**config.mk**
```make
export PLATFORM = sky130hd
export DESIGN_NAME = pool_job_scheduler_flat
export DESIGN_NICKNAME = d
export VERILOG_FILES = /design/src/rtl/pool_job_scheduler_if.sv /design/src/rtl/pool_job_scheduler.sv /design/src/flat_wrapper.sv
export SDC_FILE = /design/constraint.sdc
export NUM_CORES = 1
export LEC_CHECK = 0
export ABC_AREA = 1
export CAP_MARGIN = 20
export CORE_MARGIN = 1
export CORE_UTILIZATION = 50
export DETAILED_ROUTE_END_ITERATION = 6
export PLACE_DENSITY = 0.71
export SLEW_MARGIN = 25
export SYNTH_ARGS = -nofsm -noshare
export SYNTH_HDL_FRONTEND = slang
export SYNTH_SLANG_ARGS = --single-unit
export TNS_END_PERCENT = 20
```
**constraint.sdc**
```tcl
create_clock -name clk -period 8 [get_ports clk]
set_input_delay 0.8 -clock clk [delete_from_list [all_inputs] [get_ports clk]]
set_output_delay 0.8 -clock clk [all_outputs]
set_load 0.005 [all_outputs]
```
**src/rtl/pool_job_scheduler_if.sv**
```systemverilog
// Signal bundle between the PNM command decoder, the pool job scheduler and the 2x2 max-pool controller.
// The scheduler takes the slave side; the host/controller environment takes the master side.
interface pool_job_scheduler_if #(
  parameter int Address_Size = 16,
  parameter int ID_W         = 4
);
  logic                    cmd_valid;
  logic                    cmd_ready;
  logic [Address_Size-1:0] cmd_start;
  logic [Address_Size-1:0] cmd_end;
  logic [Address_Size-1:0] cmd_result;
  logic [ID_W-1:0]         cmd_id;
  logic                    pool_en;
  logic                    pool_start;
  logic [Address_Size-1:0] pool_start_addr;
  logic [Address_Size-1:0] pool_end_addr;
  logic [Address_Size-1:0] pool_result_addr;
  logic                    pool_done;
  logic                    pool_dout_valid;
  logic                    rsp_valid;
  logic                    rsp_ready;
  logic [ID_W-1:0]         rsp_id;
  logic [Address_Size-1:0] rsp_beats;
  logic [1:0]              rsp_err;
  logic                    busy;

  modport master (
    output cmd_valid, cmd_start, cmd_end, cmd_result, cmd_id,
    output pool_done, pool_dout_valid, rsp_ready,
    input  cmd_ready, pool_en, pool_start, pool_start_addr, pool_end_addr, pool_result_addr,
    input  rsp_valid, rsp_id, rsp_beats, rsp_err, busy
  );

  modport slave (
    input  cmd_valid, cmd_start, cmd_end, cmd_result, cmd_id,
    input  pool_done, pool_dout_valid, rsp_ready,
    output cmd_ready, pool_en, pool_start, pool_start_addr, pool_end_addr, pool_result_addr,
    output rsp_valid, rsp_id, rsp_beats, rsp_err, busy
  );
endinterface

```
**src/rtl/pool_job_scheduler.sv**
```systemverilog
// Queues max-pooling jobs, launches them one at a time on the max-pool controller,
// counts write-back beats and returns one tagged completion/error response per job.
module pool_job_scheduler #(
  parameter int Address_Size = 16,
  parameter int ID_W         = 4,
  parameter int QDEPTH       = 4,
  parameter int WDOG_CYCLES  = 4096
) (
  input logic               clk,
  input logic               rst,
  pool_job_scheduler_if.slave bus
);
  localparam int PW = $clog2(QDEPTH);
  localparam int WW = $clog2(WDOG_CYCLES + 1);
  localparam logic [WW-1:0]           WDOG_LOAD = WW'(WDOG_CYCLES - 1);
  localparam logic [Address_Size-1:0] MIN_SPAN  = Address_Size'(3);

  localparam logic [2:0] S_IDLE      = 3'd0;
  localparam logic [2:0] S_LOAD      = 3'd1;
  localparam logic [2:0] S_START     = 3'd2;
  localparam logic [2:0] S_WAIT_BUSY = 3'd3;
  localparam logic [2:0] S_RUN       = 3'd4;
  localparam logic [2:0] S_RESP      = 3'd5;

  logic [Address_Size-1:0] r_q_start  [QDEPTH];
  logic [Address_Size-1:0] r_q_end    [QDEPTH];
  logic [Address_Size-1:0] r_q_result [QDEPTH];
  logic [ID_W-1:0]         r_q_id     [QDEPTH];
  logic [PW:0]             r_wr_ptr;
  logic [PW:0]             r_rd_ptr;
  logic                    r_rdy_en;

  logic [2:0]              r_state;
  logic [Address_Size-1:0] r_start;
  logic [Address_Size-1:0] r_end;
  logic [Address_Size-1:0] r_result;
  logic [Address_Size-1:0] r_beats;
  logic [ID_W-1:0]         r_id;
  logic [1:0]              r_err;
  logic [2:0]              r_nostart_cnt;
  logic [WW-1:0]           r_wdog_cnt;

  logic                    w_empty;
  logic                    w_full;
  logic                    w_push;
  logic                    w_pop;
  logic [Address_Size-1:0] w_span;
  logic                    w_bad_range;

  assign w_empty     = (r_wr_ptr == r_rd_ptr);
  assign w_full      = (r_wr_ptr[PW] != r_rd_ptr[PW]) && (r_wr_ptr[PW-1:0] == r_rd_ptr[PW-1:0]);
  assign w_push      = bus.cmd_valid && bus.cmd_ready;
  assign w_pop       = (r_state == S_IDLE) && !w_empty && bus.pool_done;
  assign w_span      = r_end - r_start;
  assign w_bad_range = (r_end < r_start) || (w_span < MIN_SPAN);

  // r_rdy_en keeps cmd_ready low while in reset and for the release cycle
  assign bus.cmd_ready        = r_rdy_en && !w_full;
  assign bus.pool_en          = (r_state == S_START) || (r_state == S_WAIT_BUSY) || (r_state == S_RUN);
  assign bus.pool_start       = (r_state == S_START);
  assign bus.pool_start_addr  = r_start;
  assign bus.pool_end_addr    = r_end;
  assign bus.pool_result_addr = r_result;
  assign bus.rsp_valid        = (r_state == S_RESP);
  assign bus.rsp_id           = r_id;
  assign bus.rsp_beats        = r_beats;
  assign bus.rsp_err          = r_err;
  assign bus.busy             = (r_state != S_IDLE) || !w_empty;

  always_ff @(posedge clk) begin
    if (w_push) begin
      r_q_start[r_wr_ptr[PW-1:0]]  <= bus.cmd_start;
      r_q_end[r_wr_ptr[PW-1:0]]    <= bus.cmd_end;
      r_q_result[r_wr_ptr[PW-1:0]] <= bus.cmd_result;
      r_q_id[r_wr_ptr[PW-1:0]]     <= bus.cmd_id;
    end
  end

  always_ff @(posedge clk or posedge rst) begin
    if (rst) begin
      r_wr_ptr <= '0;
      r_rd_ptr <= '0;
      r_rdy_en <= 1'b0;
    end else begin
      r_rdy_en <= 1'b1;
      if (w_push) r_wr_ptr <= r_wr_ptr + (PW+1)'(1);
      if (w_pop)  r_rd_ptr <= r_rd_ptr + (PW+1)'(1);
    end
  end

  always_ff @(posedge clk or posedge rst) begin
    if (rst) begin
      r_state       <= S_IDLE;
      r_start       <= '0;
      r_end         <= '0;
      r_result      <= '0;
      r_beats       <= '0;
      r_id          <= '0;
      r_err         <= 2'd0;
      r_nostart_cnt <= 3'd0;
      r_wdog_cnt    <= '0;
    end else begin
      case (r_state)
        S_IDLE: begin
          if (w_pop) begin
            r_start  <= r_q_start[r_rd_ptr[PW-1:0]];
            r_end    <= r_q_end[r_rd_ptr[PW-1:0]];
            r_result <= r_q_result[r_rd_ptr[PW-1:0]];
            r_id     <= r_q_id[r_rd_ptr[PW-1:0]];
            r_beats  <= '0;
            r_err    <= 2'd0;
            r_state  <= S_LOAD;
          end
        end
        S_LOAD: begin
          if (w_bad_range) begin
            r_err   <= 2'd1;
            r_state <= S_RESP;
          end else begin
            r_state <= S_START;
          end
        end
        S_START: begin
          r_nostart_cnt <= 3'd7;
          r_wdog_cnt    <= WDOG_LOAD;
          r_state       <= S_WAIT_BUSY;
        end
        S_WAIT_BUSY: begin
          r_wdog_cnt <= r_wdog_cnt - WW'(1);
          if (r_wdog_cnt == '0) begin
            r_err   <= 2'd3;
            r_state <= S_RESP;
          end else if (!bus.pool_done) begin
            r_state <= S_RUN;
          end else if (r_nostart_cnt == 3'd0) begin
            r_err   <= 2'd2;
            r_state <= S_RESP;
          end else begin
            r_nostart_cnt <= r_nostart_cnt - 3'd1;
          end
        end
        S_RUN: begin
          r_wdog_cnt <= r_wdog_cnt - WW'(1);
          if (bus.pool_dout_valid && (r_beats != '1)) r_beats <= r_beats + Address_Size'(1);
          if (bus.pool_done) begin
            r_state <= S_RESP;
          end else if (r_wdog_cnt == '0) begin
            r_err   <= 2'd3;
            r_state <= S_RESP;
          end
        end
        S_RESP: begin
          if (bus.rsp_ready) r_state <= S_IDLE;
        end
        default: r_state <= S_IDLE;
      endcase
    end
  end
endmodule

```
**src/flat_wrapper.sv**
```systemverilog
// flat-port wrapper written by rule: the top's interface ports become plain ports
module pool_job_scheduler_flat 
#(
  parameter int Address_Size = 16,
  parameter int ID_W         = 4,
  parameter int QDEPTH       = 4,
  parameter int WDOG_CYCLES  = 4096
)
  (clk, rst, bus_cmd_valid, bus_cmd_start, bus_cmd_end, bus_cmd_result, bus_cmd_id, bus_pool_done, bus_pool_dout_valid, bus_rsp_ready, bus_cmd_ready, bus_pool_en, bus_pool_start, bus_pool_start_addr, bus_pool_end_addr, bus_pool_result_addr, bus_rsp_valid, bus_rsp_id, bus_rsp_beats, bus_rsp_err, bus_busy);
  pool_job_scheduler_if #(.Address_Size(Address_Size), .ID_W(ID_W)) bus_i ();
  input logic clk;
  input logic rst;
  input wire logic [$bits(bus_i.cmd_valid)-1:0] bus_cmd_valid;
  input wire logic [$bits(bus_i.cmd_start)-1:0] bus_cmd_start;
  input wire logic [$bits(bus_i.cmd_end)-1:0] bus_cmd_end;
  input wire logic [$bits(bus_i.cmd_result)-1:0] bus_cmd_result;
  input wire logic [$bits(bus_i.cmd_id)-1:0] bus_cmd_id;
  input wire logic [$bits(bus_i.pool_done)-1:0] bus_pool_done;
  input wire logic [$bits(bus_i.pool_dout_valid)-1:0] bus_pool_dout_valid;
  input wire logic [$bits(bus_i.rsp_ready)-1:0] bus_rsp_ready;
  output wire logic [$bits(bus_i.cmd_ready)-1:0] bus_cmd_ready;
  output wire logic [$bits(bus_i.pool_en)-1:0] bus_pool_en;
  output wire logic [$bits(bus_i.pool_start)-1:0] bus_pool_start;
  output wire logic [$bits(bus_i.pool_start_addr)-1:0] bus_pool_start_addr;
  output wire logic [$bits(bus_i.pool_end_addr)-1:0] bus_pool_end_addr;
  output wire logic [$bits(bus_i.pool_result_addr)-1:0] bus_pool_result_addr;
  output wire logic [$bits(bus_i.rsp_valid)-1:0] bus_rsp_valid;
  output wire logic [$bits(bus_i.rsp_id)-1:0] bus_rsp_id;
  output wire logic [$bits(bus_i.rsp_beats)-1:0] bus_rsp_beats;
  output wire logic [$bits(bus_i.rsp_err)-1:0] bus_rsp_err;
  output wire logic [$bits(bus_i.busy)-1:0] bus_busy;
  assign bus_i.cmd_valid = bus_cmd_valid;
  assign bus_i.cmd_start = bus_cmd_start;
  assign bus_i.cmd_end = bus_cmd_end;
  assign bus_i.cmd_result = bus_cmd_result;
  assign bus_i.cmd_id = bus_cmd_id;
  assign bus_i.pool_done = bus_pool_done;
  assign bus_i.pool_dout_valid = bus_pool_dout_valid;
  assign bus_i.rsp_ready = bus_rsp_ready;
  assign bus_cmd_ready = bus_i.cmd_ready;
  assign bus_pool_en = bus_i.pool_en;
  assign bus_pool_start = bus_i.pool_start;
  assign bus_pool_start_addr = bus_i.pool_start_addr;
  assign bus_pool_end_addr = bus_i.pool_end_addr;
  assign bus_pool_result_addr = bus_i.pool_result_addr;
  assign bus_rsp_valid = bus_i.rsp_valid;
  assign bus_rsp_id = bus_i.rsp_id;
  assign bus_rsp_beats = bus_i.rsp_beats;
  assign bus_rsp_err = bus_i.rsp_err;
  assign bus_busy = bus_i.busy;
  pool_job_scheduler #(.Address_Size(Address_Size), .ID_W(ID_W), .QDEPTH(QDEPTH), .WDOG_CYCLES(WDOG_CYCLES)) u_core (.clk(clk), .rst(rst), .bus(bus_i));
endmodule
```
Yosys cells after proc, flatten, opt, wreduce, memory -nomap -nowiden
Memory sizes are Yosys's and may differ from the RTL's. A register that Yosys moved wholly into a read port is not among the register bits.
Index checks and enable logic that the tools add are counted.
Word-level totals
  word-level logic and storage cells: 95
  memory bits (writable): 208
  output and inout bits: 75
  input port bits: 58
  register bits: 44
  memories kept: 4
Memories
  u_core.r_q_end: depth 4, width 16, read ports 1, clocked after Yosys merged registers in 1, write ports 1, line pool_job_scheduler.sv:26  | logic [Address_Size-1:0] r_q_end [QDEPTH];
  u_core.r_q_result: depth 4, width 16, read ports 1, clocked after Yosys merged registers in 1, write ports 1, line pool_job_scheduler.sv:27  | logic [Address_Size-1:0] r_q_result [QDEPTH];
  u_core.r_q_start: depth 4, width 16, read ports 1, clocked after Yosys merged registers in 1, write ports 1, line pool_job_scheduler.sv:25  | logic [Address_Size-1:0] r_q_start [QDEPTH];
  u_core.r_q_id: depth 4, width 4, read ports 1, clocked after Yosys merged registers in 1, write ports 1, line pool_job_scheduler.sv:28  | logic [ID_W-1:0] r_q_id [QDEPTH];
Operators by class
  equal/unequal tests: 22
  reduce and logical (&&, ||, !) cells: 26
  $add $sub $neg: 6
  mux-type cells: 27
  magnitude comparators: 2
Operators by type and width (number)
  two-way mux 3 bit: 11
  two-way mux 16 bit: 2
  case mux 16 bit (2 select lines): 1
  case mux 13 bit (2 select lines): 1
  case mux 3 bit (6 select lines): 1
  adder 16 x 1 -> 16 bit, second input constant: 1
  < comparator 16 bit: 1
  < comparator 16 x 2 -> 1 bit, second input constant: 1
  != test 16 bit, second input constant: 1
  subtractor 16 bit: 1
  two-way mux 2 bit: 7
  != test 2 bit, second input constant: 7
  logical NOT 13 bit: 1
  subtractor 13 x 1 -> 13 bit, second input constant: 1
  != test 3 bit, second input constant: 3
  case mux 2 bit (4 select lines): 1
  AND reduction 4 bit: 2
  AND reduction 7 bit: 1
  adder 3 x 1 -> 3 bit, second input constant: 2
  == test 3 x 2 -> 1 bit, second input constant: 2
  == test 3 bit, second input constant: 2
  logical AND 1 bit: 6
  logical NOT 3 bit: 2
  case mux 3 bit (2 select lines): 1
  16 further kinds: 24

Longest topological paths before layout
Gate-level depths: netlist of the first run.
  depth in word-level cells: 7
  mapped depth: 20
  depth with buffers taken out: 20

Least setup slack after synthesis of the first run
Ideal clock, no wire load.
  path type: reg-to-reg
  start: register u_core.r_rd_ptr[1]
  end: memory u_core.r_q_end[3][0], enable pin
  setup time: 0.465 ns
  required time: 7.535 ns
  setup slack: 4.231 ns
  data arrival time: 3.305 ns
  clock period less this slack: 3.769 ns
  cell stages (with the launch flop): 9
  buffers on the path: 1
  path through: dfrtp_1 -> buf_4 -> xor2_1 -> a21oi_2 -> nand2_1 -> nand2_1 -> inv_1 -> nand2_1 -> nor2_1
On the way
  cells in the longest elaborated chain, start to end: 7
RTL lines
  start, declared: line pool_job_scheduler.sv:30  | logic [PW:0] r_rd_ptr;
  start signal, assigned: line pool_job_scheduler.sv:87  | if (w_pop) r_rd_ptr <= r_rd_ptr + (PW+1)'(1);
  == test 2 bit: line pool_job_scheduler.sv:51  | assign w_full = (r_wr_ptr[PW] != r_rd_ptr[PW]) && (r_wr_ptr[PW-1:0] == r_rd_ptr[PW-1:0]);
  logical AND 1 bit: line pool_job_scheduler.sv:51
  logical NOT 1 bit: line pool_job_scheduler.sv:58  | assign bus.cmd_ready = r_rdy_en && !w_full;
  logical AND 1 bit: line pool_job_scheduler.sv:58
  via bus_cmd_ready: line flat_wrapper.sv:21  | output wire logic [$bits(bus_i.cmd_ready)-1:0] bus_cmd_ready;
  logical AND 1 bit: line pool_job_scheduler.sv:52  | assign w_push = bus.cmd_valid && bus.cmd_ready;
  two-way mux 1 bit: line pool_job_scheduler.sv:71  | if (w_push) begin
  two-way mux 1 bit (not written as such): line pool_job_scheduler.sv:73  | r_q_end[r_wr_ptr[PW-1:0]] <= bus.cmd_end;
  end, declared: line pool_job_scheduler.sv:26
The timed path passes the listed nets, and every way through them passes these cells.

Worst setup path in the final report of the first run
  start: register u_core.r_rd_ptr[0]
  end: output port bus_cmd_ready
On the way
  cells in the longest elaborated chain, start to end: 4
RTL lines (line)
  == test 2 bit: pool_job_scheduler.sv:51
  logical AND 1 bit: pool_job_scheduler.sv:51
  logical NOT 1 bit: pool_job_scheduler.sv:58
  logical AND 1 bit: pool_job_scheduler.sv:58
  end, declared: flat_wrapper.sv:21
Every way passes these cells.

==> flow_summary.json, run 1 <==
{
  "setup_viol_count_final": 0,
  "wl_per_cell_um": 16.6,
  "grt_remaining_overflow": 0,
  "boundaryPins": 133,
  "clock_latency_ps": 570,
  "clk_path_buf_depth": 3,
  "die-area_um2": 27200,
  "stdcell_count": 1754,
  "cp-end-kind": "output port",
  "avgViaCountPerCell": 5.28,
  "wl_mm": 29.1,
  "fin_nets": 1477,
  "status": "finished, final reports clean",
  "drtAntennaViolNets": 0,
  "antenna_found_initial": 1,
  "drc_errors": 0,
  "yosysTopAreaCellShare": 0.471,
  "fill_cells": 2110,
  "seq_area_frac_synth": 0.652,
  "grt_pass1_wl_mm": 45.9,
  "start_util": 0.509,
  "grt_max_degree": 108,
  "synth_area_leaders": "edfxtp_1, dfrtp_1, nand2_1",
  "avgSynthCellArea_um2": 10.5,
  "hold_end": "u_core.bus.pool_result_addr[9]$_DFFE_PP0P_",
  "hold_depth": 2,
  "arrival_ps": 2910,
  "hold_viol": 0,
  "relSlewSlack": 0.402,
  "worst_pin_slew_ps": 896,
  "rr_startpoint": "u_core.r_rd_ptr[0]$_DFFE_PP0P_",
  "stdcell_area_um2": 16000,
  "rsz0062_at_grt": "no",
  "post_dp_cell_area_um2": 14900,
  "rows": 59,
  "peakVddDrop_v": 0.000204,
  "ys_warn_count": 0,
  "synthCells": 1267,
  "hp-class": "flop to flop",
  "synth_common_cells": "nand2_1, edfxtp_1, nor2_1, inv_1, dfrtp_1",
  "layout-drive-gt1-share": 0.0698,
  "ys_async_sr_fraction": 0.316,
  "dpl.cell_count": 1693,
  "num_vias": 9262,
  "core_area_um2": 26100,
  "finalCriticalPeriod_ps": 3710,
  "synth.most_common_cell": "nand2_1",
  "rr_endpoint": "u_core.bus.rsp_err[1]$_DFFE_PP0P_",
  "cts_tree": "built",
  "die_w_um": 165,
  "synth_top_cell_by_area": "edfxtp_1",
  "finalClockSkew_ps": 20.7,
  "power_leakage_uw": 0.00635,
  "hold_path_startpoint": "u_core.bus.pool_result_addr[9]$_DFFE_PP0P_",
  "post-cts-setup-buffers": 0,
  "cts.sinks": 304,
  "grt_util_all_layers": 0.219,
  "critical_path_class": "flop to output port",
  "globalplace.congestion": 0.854,
  "drt_pass1_iterations": 6,
  "die_h_um": 165,
  "preCtsSetupSlack_ps": 3870,
  "required_ps": 7200,
  "ff2ff_path_depth": 13,
  "clkTransAtPathRegs_ps": 60,
  "powerDensity_nw_per_um2": 372,
  "clockRootBuffer": "clkbuf_16",
  "drt-initial-drc-count": 812,
  "period_share": 0.464,
  "final_max_slew_viol_count": 0,
  "ys_ff_latch": 304,
  "critPathMaxFanout": 106,
  "grt_pass1_vias": 8804,
  "htreeDepth": 1,
  "max_freq_ghz": 0.269,
  "max_cap_viol_count": 0,
  "cts_hold_buf": 0,
  "syn-num-nets": 1351,
  "synthDistinctLibCells": 43,
  "syn_to_final_growth_pct": 20.5,
  "crit_path_start_kind": "flop",
  "synth_ff_type": "edfxtp_1",
  "worstSetupStartpoint": "u_core.r_rd_ptr[0]$_DFFE_PP0P_",
  "setup_ws_ps": 4290,
  "reg2reg_slack_ps": 4580,
  "cts_made_buffers": 31,
  "dp_hpwl_mm": 18.4,
  "cts.repair.resized": 0,
  "synth-edff-count": 208,
  "netlist_area_um2": 13300,
  "portBuffers": 132,
  "tns_ps": 0
}
## logic make-up after synthesis
| group | Yosys count | synth area share |
|---|---|---|
| AND/OR/NAND/NOR | 579 | 0.183 |
| buffers and inverters | 172 | 0.0497 |
| AO/OA/AOI/OAI | 173 | 0.0821 |
| flip-flops | 304 | 0.652 |
| other | 1 | 0.000283 |
| adder cells (fa/ha/maj) | 26 | 0.0251 |
| XOR/XNOR | 12 | 0.00792 |
## area by class of cell
type / instances / area (um2) / share of cell area
Clock buffer: 42 / 857 / 0.0536
Inverter: 123 / 465 / 0.0291
Tap cell: 335 / 419 / 0.0262
Antenna cell: 1 / 2.50 / 0.000157
Clock inverter: 16 / 171 / 0.0107
Sequential cell: 304 / 8650 / 0.541
Multi-Input combinational cell: 791 / 3990 / 0.249
Timing Repair Buffer: 142 / 1430 / 0.0896
## critical path, stage by stage (launching register included)
cell             delay [ps]
dfrtp_4                 640
clkinv_2                100
buf_6                   610
nand2_1                 140
a21oi_2                 220
nand2_1                  70
nand2_1                  60
inv_1                    40
clkdlybuf4s50_1         460
## cells in the final DEF, fill, tap and decap left out, drive strengths merged, types with 2 or more instances in the layout
cell,count
nand2,289
nor2,212
edfxtp,208
clkdlybuf4s50,132
inv,125
dfrtp,96
o21ai,92
o32ai,53
clkbuf,42
nand3,39
ha,25
a21oi,20
nor3,17
xor2,11
nand4,10
buf,10
clkinv,9
nand3b,3
bufinv,3
and2,2
o2111ai,2
nor4,2
o22ai,2
and3,2
clkinvlp,2
nor3b,2
## metal layers
metal | vias up | global-route usage | wire length [um]
met4 | 0 | 0.0713 | 691
li1 | 4544 | - | -
met5 | - | 0 | 0
met3 | 44 | 0.0324 | 1610
met1 | 4399 | 0.312 | 13400
met2 | 275 | 0.345 | 13400
## through the flow
step | util | hold slack [ps] | power, uW
detailed placement | 0.572 | 465 | 4510
global placement | 0.572 | 468 | 4470
floorplan | - | 460 | 3700
global route | 0.614 | 507 | 6370
finish | 0.614 | 481 | 5950
CTS | 0.611 | 489 | 5950
## registers in the layout, indices dropped and copies added (netlist names)
register / flops
u_core.r_wdog_cnt: 13
u_core.bus.rsp_beats: 16
u_core.r_wr_ptr: 3
u_core.r_state: 3
u_core.r_q_start: 64
u_core.bus.rsp_err: 2
u_core.r_nostart_cnt: 3
u_core.bus.rsp_id: 4
u_core.r_q_id: 16
u_core.bus.pool_start_addr: 16
u_core.r_rd_ptr: 3
u_core.bus.pool_end_addr: 16
u_core.r_rdy_en: 1
u_core.bus.pool_result_addr: 16
u_core.r_q_end: 64
u_core.r_q_result: 64
## worst max path at each step
stage | end | slack, ps | cells past startpoint
final | bus_cmd_ready | 4290 | 8
after global routing | bus_busy | 4040 | 6
after CTS | bus_cmd_ready | 3690 | 8
after detailed placement | u_core.bus.rsp_err[1]$_DFFE_PP0P_ | 3870 | 13
after global placement | u_core.bus.rsp_err[1]$_DFFE_PP0P_ | 3960 | 13
after floorplan | u_core.r_q_end[3][0]$_DFFE_PP_ | 4230 | 8
## power breakdown
group | switching [uW] | internal (uW)
sequential | 204 | 1990
clock | 589 | 849
combinational | 1420 | 893
total | 2210 | 3730
Power figures use the tool's default switching activity.
==> run 2: changes to the inputs <==
--- a/config.mk
+++ b/config.mk
@@ -10,7 +10,7 @@
 export CORE_MARGIN = 1
 export CORE_UTILIZATION = 50
 export DETAILED_ROUTE_END_ITERATION = 6
-export PLACE_DENSITY = 0.71
+export PLACE_DENSITY = 0.74
 export SLEW_MARGIN = 25
 export SYNTH_ARGS = -nofsm -noshare
 export SYNTH_HDL_FRONTEND = slang
==> constraint.sdc (replaced) <==
create_clock -name clk -period 2.95 [get_ports clk]
set_input_delay 0.295 -clock clk [delete_from_list [all_inputs] [get_ports clk]]
set_output_delay 0.295 -clock clk [all_outputs]
set_load 0.005 [all_outputs]
==> flow_summary.json, run 2 (synthesis gave the netlist of run 1 again) <==
{
  "drt-initial-drc-count": 938,
  "cts.repair.resized": 0,
  "portBuffers": 132,
  "final_max_slew_viol_count": 0,
  "num_vias": 9478,
  "syn_to_final_growth_pct": 22.0,
  "crit_path_start_kind": "flop",
  "max_cap_viol_count": 0,
  "final_cell_mix": "nand2_1, edfxtp_1, nor2_1, clkdlybuf4s50_1, inv_1",
  "stdcell_area_um2": 16200,
  "grt_remaining_overflow": 0,
  "use_met2": 0.367,
  "cp.buffers_inverters": 3,
  "grt_pass1_vias": 9005,
  "post_dp_cell_area_um2": 15100,
  "critPathMaxFanout": 5,
  "finalClockSkew_ps": 19.4,
  "dp_hpwl_mm": 19.6,
  "clkTransAtPathRegs_ps": 70,
  "period_share": 0.844,
  "crit_family": "buffers and inverters",
  "final_common_cell": "nand2_1",
  "cpMostUsedCell": "nor2_1",
  "status": "finished, final reports clean",
  "worst_pin_slew_ps": 992,
  "tns_ps": 0,
  "core_area_um2": 26100,
  "post-cts-setup-buffers": 0,
  "die_h_um": 165,
  "globalplace.congestion": 0.883,
  "grt_pass1_wl_mm": 47.5,
  "hold_viol": 0,
  "stdcell_count": 1762,
  "boundaryPins": 133,
  "antenna_found_initial": 2,
  "cts_hold_buf": 0,
  "rsz0062_at_grt": "no",
  "hp-class": "input pin to asynchronous set/reset pin",
  "grt_max_degree": 107,
  "dpl.cell_count": 1704,
  "required_ps": 2650,
  "slowest_delay_ps": 510,
  "wl_mm": 30.3,
  "groute.layer.met3.usage": 0.0429,
  "avgViaCountPerCell": 5.38,
  "grt_busiest_layer": "met2",
  "drc_errors": 0,
  "cts.sinks": 304,
  "drtAntennaViolNets": 0,
  "met1_usage": 0.322,
  "grt_util_all_layers": 0.228,
  "wl_per_cell_um": 17.2,
  "power_leakage_uw": 0.00643,
  "arrival_ps": 2190,
  "relSlewSlack": 0.339,
  "cp-end-kind": "output port",
  "setup_viol_count_final": 0,
  "clockRootBuffer": "clkbuf_16",
  "cts_made_buffers": 30,
  "die-area_um2": 27200,
  "die_w_um": 165,
  "start_util": 0.509,
  "critical_path_class": "flop to output port",
  "cts_tree": "built",
  "path_cells": "nor2_1 > inv_1 > nor2_1 > nor2_1 > inv_1 > clkdlybuf4s50_1",
  "htreeDepth": 1,
  "layout-drive-gt1-share": 0.0806,
  "rows": 59,
  "clock_latency_ps": 560,
  "fin_nets": 1486,
  "drt_pass1_iterations": 5,
  "powerDensity_nw_per_um2": 1020,
  "critPathSlowestCell": "clkdlybuf4s50_1",
  "peakVddDrop_v": 0.000501,
  "clk_path_buf_depth": 3,
  "finalCriticalPeriod_ps": 2490,
  "max_freq_ghz": 0.402
}
[run 2: cell count changes in the layout (fill, tap and decap cells not counted)]
cell        before  now
clkinv_4         1    4
clkbuf_16       31   30
clkbuf_8         4    1
inv_8            0    1
inv_6            3    2
clkbuf_1         7    0
clkinvlp_4       2    5
buf_12           1    7
clkinv_8         0    1
buf_6            1    0
clkinv_1         3    2
buf_16           1    0
bufinv_16        3    6
buf_4            7   13
[run 2: worst register-to-register path: stages, from the launching register on]
cell and delay [ps]:
dfrtp_1 350, inv_1 70, ha_1 220, fa_1 410, inv_1 100, nand2_1 50, nand2_1 110, nand2_1 70
xor2_1 130, nand3_1 90, nor3_2 220, nand3_2 130, nand3_2 100, nand2_1 70, nand2_1 60, nand2_1 40
[run 2: metal layers]
layer	wire, um	vias up	part of all wire
met5	0	-	0
met4	443	0	0.015
met3	2150	38	0.071
met2	14100	311	0.46
met1	13600	4556	0.45
li1	-	4573	-
[run 2: worst paths after layout]
| kind | from | endpoint | slack (ps) | cells after the start |
|---|---|---|---|---|
| max | u_core.r_state[0]$_DFFE_PP0P_ | bus_pool_en | 460 | 6 |
| min | rst | u_core.r_state[0]$_DFFE_PP0P_ | 100 | 2 |
| max reg2reg | u_core.bus.pool_end_addr[0]$_DFFE_PP0P_ | u_core.bus.rsp_err[1]$_DFFE_PP0P_ | 600 | 15 |
| min reg2reg | u_core.bus.pool_result_addr[5]$_DFFE_PP0P_ | u_core.bus.pool_result_addr[5]$_DFFE_PP0P_ | 480 | 2 |
| max in group asynchronous | rst | u_core.bus.pool_result_addr[1]$_DFFE_PP0P_ | 2170 | 3 |
| min in group clk | bus_cmd_start[10] | u_core.r_q_start[3][10]$_DFFE_PP_ | 360 | 1 |
[run 2: cell type report]
cell class	instances	area, um2
Timing Repair Buffer	152	1560
Antenna cell	1	2.50
Clock inverter	25	325
Multi-Input combinational cell	791	3990
Inverter	123	465
Clock buffer	31	764
Fill cell	2076	9880
Tap cell	335	419
Sequential cell	304	8650
[run 2: metrics by stage]
step	total power [uW]	hold WS, ps	util	setup slack (ps)
6_report	16400	96.9	0.621	462
5_1_grt	17600	128	0.621	344
4_1_cts	16500	96.6	0.620	448
3_5_place_dp	12400	464	0.578	652
3_3_place_gp	12200	464	0.578	690
2_1_floorplan	10000	394	-	-778
[run 2: power breakdown]
part	switching [uW]	internal, uW	total (uW)
combinational	4020	2470	6490
clock	1650	2440	4090
sequential	462	5390	5850
